## src/rtl/uart_tx_mmio.sv

```systemverilog
// Memory-mapped 8N1 UART transmitter with a byte TX FIFO and a status register.
// The register window is 16 bytes at BASE_ADDR. Offset 0 (TXDATA) takes byte
// stores. Offset 1 (STATUS) returns {count, ovf, busy, empty, full}.
// Reads are registered, giving one cycle of latency; hit tells the bus mux to select q.
module uart_tx_mmio #(
   parameter logic [31:0] BASE_ADDR  = 32'h8000_0000,
   parameter int unsigned CLK_DIV    = 868,
   parameter int unsigned FIFO_DEPTH = 16
) (
   input  logic        clk,
   input  logic        rst_n,
   input  logic        en,
   input  logic [31:0] addr,
   input  logic [31:0] d,
   input  logic [3:0]  we,
   output logic [31:0] q,
   output logic        hit,
   output logic        txd
);

   localparam int unsigned AW        = (FIFO_DEPTH > 1) ? $clog2(FIFO_DEPTH) : 1;
   localparam logic [8:0]  DEPTH_CNT = 9'(FIFO_DEPTH);
   localparam logic [15:0] BAUD_LAST = 16'(CLK_DIV - 1);

   typedef enum logic [1:0] {IDLE, START, DATA, STOP} state_e;

   state_e          state_q, state_d;
   logic [15:0]     baud_q, baud_d;
   logic [2:0]      bit_idx_q, bit_idx_d;
   logic [7:0]      shreg_q, shreg_d;
   logic            txd_q, txd_d;
   logic [AW-1:0]   wr_ptr_q, wr_ptr_d;
   logic [AW-1:0]   rd_ptr_q, rd_ptr_d;
   logic [8:0]      count_q, count_d;
   logic            ovf_q, ovf_d;
   logic [31:0]     q_q, q_d;
   logic            hit_q, hit_d;
   logic [7:0]      fifo_mem_q [FIFO_DEPTH];

   logic            sel, rd, wr_tx, push, pop, full, empty, busy, baud_last;
   logic [1:0]      offset;
   logic [7:0]      head;
   logic [31:0]     status;
   logic            unused_bits;

   assign unused_bits = ^{d[31:8], addr[1:0]};

   // Address decode, FIFO flags and the status word.
   always_comb begin
      sel       = en && (addr[31:4] == BASE_ADDR[31:4]);
      offset    = addr[3:2];
      rd        = sel && (we == 4'b0000);
      wr_tx     = sel && (offset == 2'd0) && we[0];
      full      = (count_q == DEPTH_CNT);
      empty     = (count_q == 9'd0);
      busy      = (state_q != IDLE);
      push      = wr_tx && !full;
      head      = fifo_mem_q[rd_ptr_q];
      baud_last = (baud_q == BAUD_LAST);
      status    = {19'b0, count_q, ovf_q, busy, empty, full};
   end

   // Bus side: read-data capture, hit flag and sticky overflow.
   always_comb begin
      q_d   = q_q;
      hit_d = sel;
      ovf_d = ovf_q;
      if (rd) begin
         q_d = (offset == 2'd1) ? status : '0;
      end
      if (wr_tx && full) begin
         ovf_d = 1'b1;
      end else if (rd && (offset == 2'd1)) begin
         ovf_d = 1'b0;
      end
   end

   // Transmit FSM: next state, baud/bit counters, shifter and popping the FIFO.
   always_comb begin
      state_d   = state_q;
      baud_d    = baud_q;
      bit_idx_d = bit_idx_q;
      shreg_d   = shreg_q;
      pop       = 1'b0;
      unique case (state_q)
         IDLE: begin
            if (!empty) begin
               pop       = 1'b1;
               shreg_d   = head;
               baud_d    = '0;
               bit_idx_d = '0;
               state_d   = START;
            end
         end
         START: begin
            baud_d = baud_q + 16'd1;
            if (baud_last) begin
               baud_d  = '0;
               state_d = DATA;
            end
         end
         DATA: begin
            baud_d = baud_q + 16'd1;
            if (baud_last) begin
               baud_d = '0;
               if (bit_idx_q == 3'd7) begin
                  state_d = STOP;
               end else begin
                  bit_idx_d = bit_idx_q + 3'd1;
                  shreg_d   = shreg_q >> 1;
               end
            end
         end
         STOP: begin
            baud_d = baud_q + 16'd1;
            if (baud_last) begin
               baud_d = '0;
               if (!empty) begin
                  pop       = 1'b1;
                  shreg_d   = head;
                  bit_idx_d = '0;
                  state_d   = START;
               end else begin
                  state_d = IDLE;
               end
            end
         end
         default: state_d = IDLE;
      endcase
      // txd is registered from the next state, so the line changes on the same edge as the state.
      unique case (state_d)
         START:   txd_d = 1'b0;
         DATA:    txd_d = shreg_d[0];
         default: txd_d = 1'b1;
      endcase
   end

   // FIFO pointers and occupancy; a same-cycle pop does not free room for the push.
   always_comb begin
      wr_ptr_d = push ? wr_ptr_q + 1'b1 : wr_ptr_q;
      rd_ptr_d = pop  ? rd_ptr_q + 1'b1 : rd_ptr_q;
      count_d  = count_q;
      unique case ({push, pop})
         2'b10:   count_d = count_q + 9'd1;
         2'b01:   count_d = count_q - 9'd1;
         default: count_d = count_q;
      endcase
   end

   // FIFO storage; contents need no reset because the pointers define validity.
   always_ff @(posedge clk) begin
      if (push) begin
         fifo_mem_q[wr_ptr_q] <= d[7:0];
      end
   end

   // State registers with asynchronous active-low reset.
   always_ff @(posedge clk or negedge rst_n) begin
      if (!rst_n) begin
         state_q   <= IDLE;
         baud_q    <= '0;
         bit_idx_q <= '0;
         shreg_q   <= '0;
         txd_q     <= 1'b1;
         wr_ptr_q  <= '0;
         rd_ptr_q  <= '0;
         count_q   <= '0;
         ovf_q     <= 1'b0;
         q_q       <= '0;
         hit_q     <= 1'b0;
      end else begin
         state_q   <= state_d;
         baud_q    <= baud_d;
         bit_idx_q <= bit_idx_d;
         shreg_q   <= shreg_d;
         txd_q     <= txd_d;
         wr_ptr_q  <= wr_ptr_d;
         rd_ptr_q  <= rd_ptr_d;
         count_q   <= count_d;
         ovf_q     <= ovf_d;
         q_q       <= q_d;
         hit_q     <= hit_d;
      end
   end

   assign q   = q_q;
   assign hit = hit_q;
   assign txd = txd_q;

endmodule

```

## config.mk

```make
export PLATFORM = sky130hd
export DESIGN_NAME = uart_tx_mmio
export DESIGN_NICKNAME = d
export VERILOG_FILES = /design/src/rtl/uart_tx_mmio.sv
export SDC_FILE = /design/constraint.sdc
export NUM_CORES = 1
export LEC_CHECK = 0
export CORE_MARGIN = 2
export CORE_UTILIZATION = 45
export CTS_BUF_LIST = sky130_fd_sc_hd__clkbuf_4 sky130_fd_sc_hd__clkbuf_8
export CTS_CLUSTER_SIZE = 10
export DETAILED_ROUTE_END_ITERATION = 10
export PLACE_DENSITY = 0.69
export SYNTH_ARGS = -nofsm -noshare
export SYNTH_HDL_FRONTEND = slang
export SYNTH_SLANG_ARGS = --single-unit
export TNS_END_PERCENT = 5
```

## constraint.sdc

```tcl
create_clock -name clk -period 4.7 [get_ports clk]
set_clock_uncertainty 0.05 [all_clocks]
set_input_delay 0.705 -clock clk [delete_from_list [all_inputs] [get_ports clk]]
set_output_delay 0.705 -clock clk [all_outputs]
set_load 0.01 [all_outputs]
```

==> results.md <==
- In the final routed layout, each cell accounts on average for around 18 um.
- The worst max-slew margin expressed relative to the limit is 36.15%.
- The via count of the first global-routing pass was roughly 5,200.
- The core area is 0.01864 mm2.
- Once the floorplan was initialized, standard cells occupied between 40 and 50% of the core.
- In this run the critical register-to-register path is launched from state_q[0].
- The most instantiated flip-flop cell in the synthesis netlist is sky130_fd_sc_hd__edfxtp_1.
- The kind of capture point of the worst setup path is a flip-flop.
- In this run the worst hold path is classified as in -> async.
- The signal on the critical path passes through ha_1 -> or4b_2 -> o41a_1 -> or2_2 -> nor2_2 -> ha_1 -> inv_1 -> fa_1 -> nor2b_1 -> o21ai_0 -> a21boi_1 -> o211ai_1 -> and3_1 -> or3_1 -> o211ai_1.
- In this run the cell area of the synthesized design comes to 0.008508 mm2.
- For this design the static power due to leakage is approximately 0.0035 uW.
- The maximum vdd drop is 0.0002554 V.
- For this run, the detailed router's first-pass iteration total came to 6.
- The floorplan die height is roughly 140 um.
- The register-to-register setup slack is 300 ps.
- The number of slew-limit violations in the final report is 0.
- The number of DRC violations after detailed-routing iteration 0 is approximately 290.
- The setup TNS is 0 ps.
- The pin count of the biggest net entering global routing is 63.
- Counting flops with a built-in enable in the synthesized netlist gives 128.
- The largest incremental delay on the critical path is approximately 600 ps.
- The worst setup path is launched from a flip-flop.
- The cell count after synthesis is 610.
- Wire segments on met2 add up to between 8000 and 9000 um in the final route.
- The worst-case clock buffer depth is 2.
- The ratio of final minimum period to clock period is 93.71%.
- The TritonCTS clock tree is yes.
- The initial antenna violation count came to 0.
- The worst setup path is of the reg -> reg kind.
- In the detailed route, the total length drawn on met3 is roughly 850 um.
- The detail-routed via count per cell is roughly 5.5.
- The internal power of the cells is 2254 uW.
- For this design the ratio of total power to cell area is ~300 mW/mm2.
- The global-route usage over all layers is 17.37%.
- The relative contribution of the clock network to total power is 34.3%.
- The fraction of synthesized cell area taken by the top area cell type is around 45%.
- Pin placement for this block handled about 110 I/O pins.
- Data on the critical path arrives at its endpoint at about 4700 ps.
- The capturing point of the worst reg2reg path is count_q[8].
- The pin slew with the least headroom to its limit is 957.8 ps.
- The switching power of the nets is roughly 700 uW.
- The standard cell with the maximum stage delay on the critical path is sky130_fd_sc_hd__or4b_2.
- The power share of the combinational group is 3.9%.
- In this run the worst setup path begins at state_q[0].
- The first global-routing pass estimated 26,590 um of wire.
- The placement row count is 50.
- The congestion estimate from routability-driven global placement came to 0.8598.
- The sequential fraction of design power is a little over 60%.
- The number of I/O port buffers is approximately 60.
- Wires add up to between 15,000 and 20,000 um.
- The fraction of final layout cells sized beyond drive strength 1 is between 10% and 20%.
- Setup violations remaining at the end of the flow were counted as 0.
- The number of nets still failing antenna checks after routing is 0.
- The final instance area is slightly below 0.01 mm2.
- The highest fanout seen on the critical path is 6.
- The run finished with clean final reports.
- The routed design could run at a clock period as short as around 4400 ps.
- In this run the clock root is driven by a sky130_fd_sc_hd__clkbuf_8.
- STA puts the critical path data required time at between 5000 and 6000 ps.
- Counting the buffers created by CTS gives 17.
- Net switching is between 20% and 30% of the power.
- The register bit count reported by yosys is between 150 and 200.
- The number of nets in the final layout is 781.
- Counting every sink on the clock net gives 190.
- In the routed design, unresolved DRC markers number 0.
- The wire-length estimate of the detail-placed layout is approximately 11,000 um.
- Across the run, the number of max-cap violations was 0.
- The highest metal layer with signal wires is met4.
- Static timing analysis puts the maximum clock frequency at about 230 MHz.
- Sequential elements use between 60% and 70% of the synthesized area.
- By area the synthesized netlist is led by sky130_fd_sc_hd__edfxtp_1 45%, sky130_fd_sc_hd__dfrtp_1 18%, sky130_fd_sc_hd__mux4_2 9.8%, sky130_fd_sc_hd__ha_1 3.1%, sky130_fd_sc_hd__nand2_1 3.0%.
- The most critical setup path has its endpoint at count_q[8].
- The H-tree depth is 4.
- sky130_fd_sc_hd__edfxtp_1 takes more of the synthesized area than any other cell.
- The number of failing hold endpoints at the final stage is 0.
- The standard cell area after detailed placement is roughly 0.0094 mm2.
- The number of antenna diodes in the final layout is 0.
- Post-CTS timing repair inserted 0 buffers for setup.
- The via total after detailed routing is 5,146.
- The average footprint of a synthesized cell is roughly 14 um2.
- The die covers between 0.02 and 0.025 mm2.
- The clock network latency to the later pin of the worst-skew pair is around 480 ps.
- Setup repair after global routing left no endpoint under its margin.
- In the synthesized netlist the async set-or-reset flop fraction comes to roughly a third.
- From synthesis to final layout, the design area changed by 14.97%.
- The number of cells on the worst reg-to-reg path is 15.
- After detailed routing, the wire length on met1 is between 7000 and 8000 um.
- Counting distinct cell types in the post-synthesis netlist gives 62.
- The aggregate global routing overflow is 0.
- The chip width is 141.5 um.
- Fill cells in the final layout number roughly 1,600.
- The number of warnings issued by yosys is 0.
- The clock-pin slew on the worst setup and hold paths is approximately 100 ps.
## worst min-delay path by stage
| stage | slack (ps) | to | startpoint |
|---|---|---|---|
| floorplan | 360 | baud_q[0] | rst_n |
| CTS | 360 | wr_ptr_q[2] | rst_n |
| global placement | 410 | shreg_q[1] | shreg_q[1] |
| detailed placement | 420 | q[0] | q[0] |
| finish | 340 | q[11] | rst_n |
| global route | 400 | q[1] | rst_n |
## layout make-up
cell class              instances  area (um2)  share of cell area, %
clock buffers                  17       234.0                  2.392
clock inverters                15       143.9                  1.471
inverters                      18       67.56                 0.6907
multi-input cells             378        2880                  29.44
flip-flops and latches        190        5398                  55.18
well taps                     234       292.8                  2.993
repair buffers                 83       765.7                  7.828
## routing by layer
metal	GRT usage [%]	vias up
met2	30.74	136
li1	-	2419
met3	4.691	14
met4	4.368	0
met5	0	-
met1	21.27	2577
## through the flow
step                utilization, %  setup WS, ps  hold WS [ps]  instances  total power, uW
floorplan                        -         514.7         359.4        628             1915
global placement             50.41         230.0         412.4        903             1972
detailed placement           50.41         35.81         421.8        903             1980
CTS                          52.44         103.4         362.5        935             2985
global route                 52.47         17.48         396.9        935             3067
finish                       52.47         295.7         342.4        935             2958
## timing repair
action	in CTS	in global routing
endpoints found under the hold margin	0	0
gates resized for setup	0	3
hold buffers	0	0
endpoints found under the setup margin	0	1
## synth_stat cells (9+ instances only)
library cell	count
sky130_fd_sc_hd__inv_1	18
sky130_fd_sc_hd__a21oi_1	11
sky130_fd_sc_hd__nor2_1	34
sky130_fd_sc_hd__clkbuf_1	14
sky130_fd_sc_hd__edfxtp_1	128
sky130_fd_sc_hd__nor3_1	10
sky130_fd_sc_hd__xnor2_1	9
sky130_fd_sc_hd__nand3_1	10
sky130_fd_sc_hd__dfrtp_1	61
sky130_fd_sc_hd__nand2_1	69
sky130_fd_sc_hd__o21ai_0	48
sky130_fd_sc_hd__buf_4	20
sky130_fd_sc_hd__mux4_2	37
sky130_fd_sc_hd__ha_1	21
## flip-flops by register name, indices dropped and copies added, names as in the netlist, 2 cells and up
register / cells
state_q: 2
count_q: 9
bit_idx_q: 3
rd_ptr_q: 4
baud_q: 16
q: 13
wr_ptr_q: 4
fifo_mem_q: 128
shreg_q: 8
## placed cells by master (no fill, tap or decap), types with 7 or more instances in the layout
cell,n
sky130_fd_sc_hd__a21oi_1,11
sky130_fd_sc_hd__buf_4,24
sky130_fd_sc_hd__clkbuf_8,17
sky130_fd_sc_hd__clkdlybuf4s50_1,58
sky130_fd_sc_hd__conb_1,19
sky130_fd_sc_hd__dfrtp_1,60
sky130_fd_sc_hd__edfxtp_1,128
sky130_fd_sc_hd__ha_1,21
sky130_fd_sc_hd__inv_1,18
sky130_fd_sc_hd__mux4_2,37
sky130_fd_sc_hd__nand2_1,69
sky130_fd_sc_hd__nand2b_1,7
sky130_fd_sc_hd__nand3_1,10
sky130_fd_sc_hd__nor2_1,34
sky130_fd_sc_hd__nor3_1,10
sky130_fd_sc_hd__nor4_1,8
sky130_fd_sc_hd__o21ai_0,48
sky130_fd_sc_hd__o31ai_1,8
sky130_fd_sc_hd__xnor2_1,9
## logic make-up after synthesis
| kind of cell | Yosys count | synth area share [%] |
|---|---|---|
| buf+inv | 60 | 3.588 |
| other cells | 1 | 0.04408 |
| xor+xnor | 15 | 1.544 |
| simple gates | 179 | 10.29 |
| fa+ha+maj | 22 | 3.324 |
| mux | 43 | 10.53 |
| compound gates | 100 | 7.250 |
| flops | 190 | 63.43 |
## power groups by stage
stage | sequential, uW | clock, uW | combinational (uW)
global route | 1830 | 1100 | 133
global placement | 1860 | 0 | 112
floorplan | 1860 | 0 | 56.9
CTS | 1830 | 1040 | 118
detailed placement | 1860 | 0 | 117
finish | 1830 | 1020 | 116
## worst max-delay path, delay by kind of cell (launching register included)
kind,cells,cell delay (ps)
flip-flops,1,440
AO/OA/AOI/OAI,5,1020
AND/OR/NAND/NOR,6,1760
buffers and inverters,1,110
adder cells (fa/ha/maj),3,950
Power figures use the tool's default switching activity.
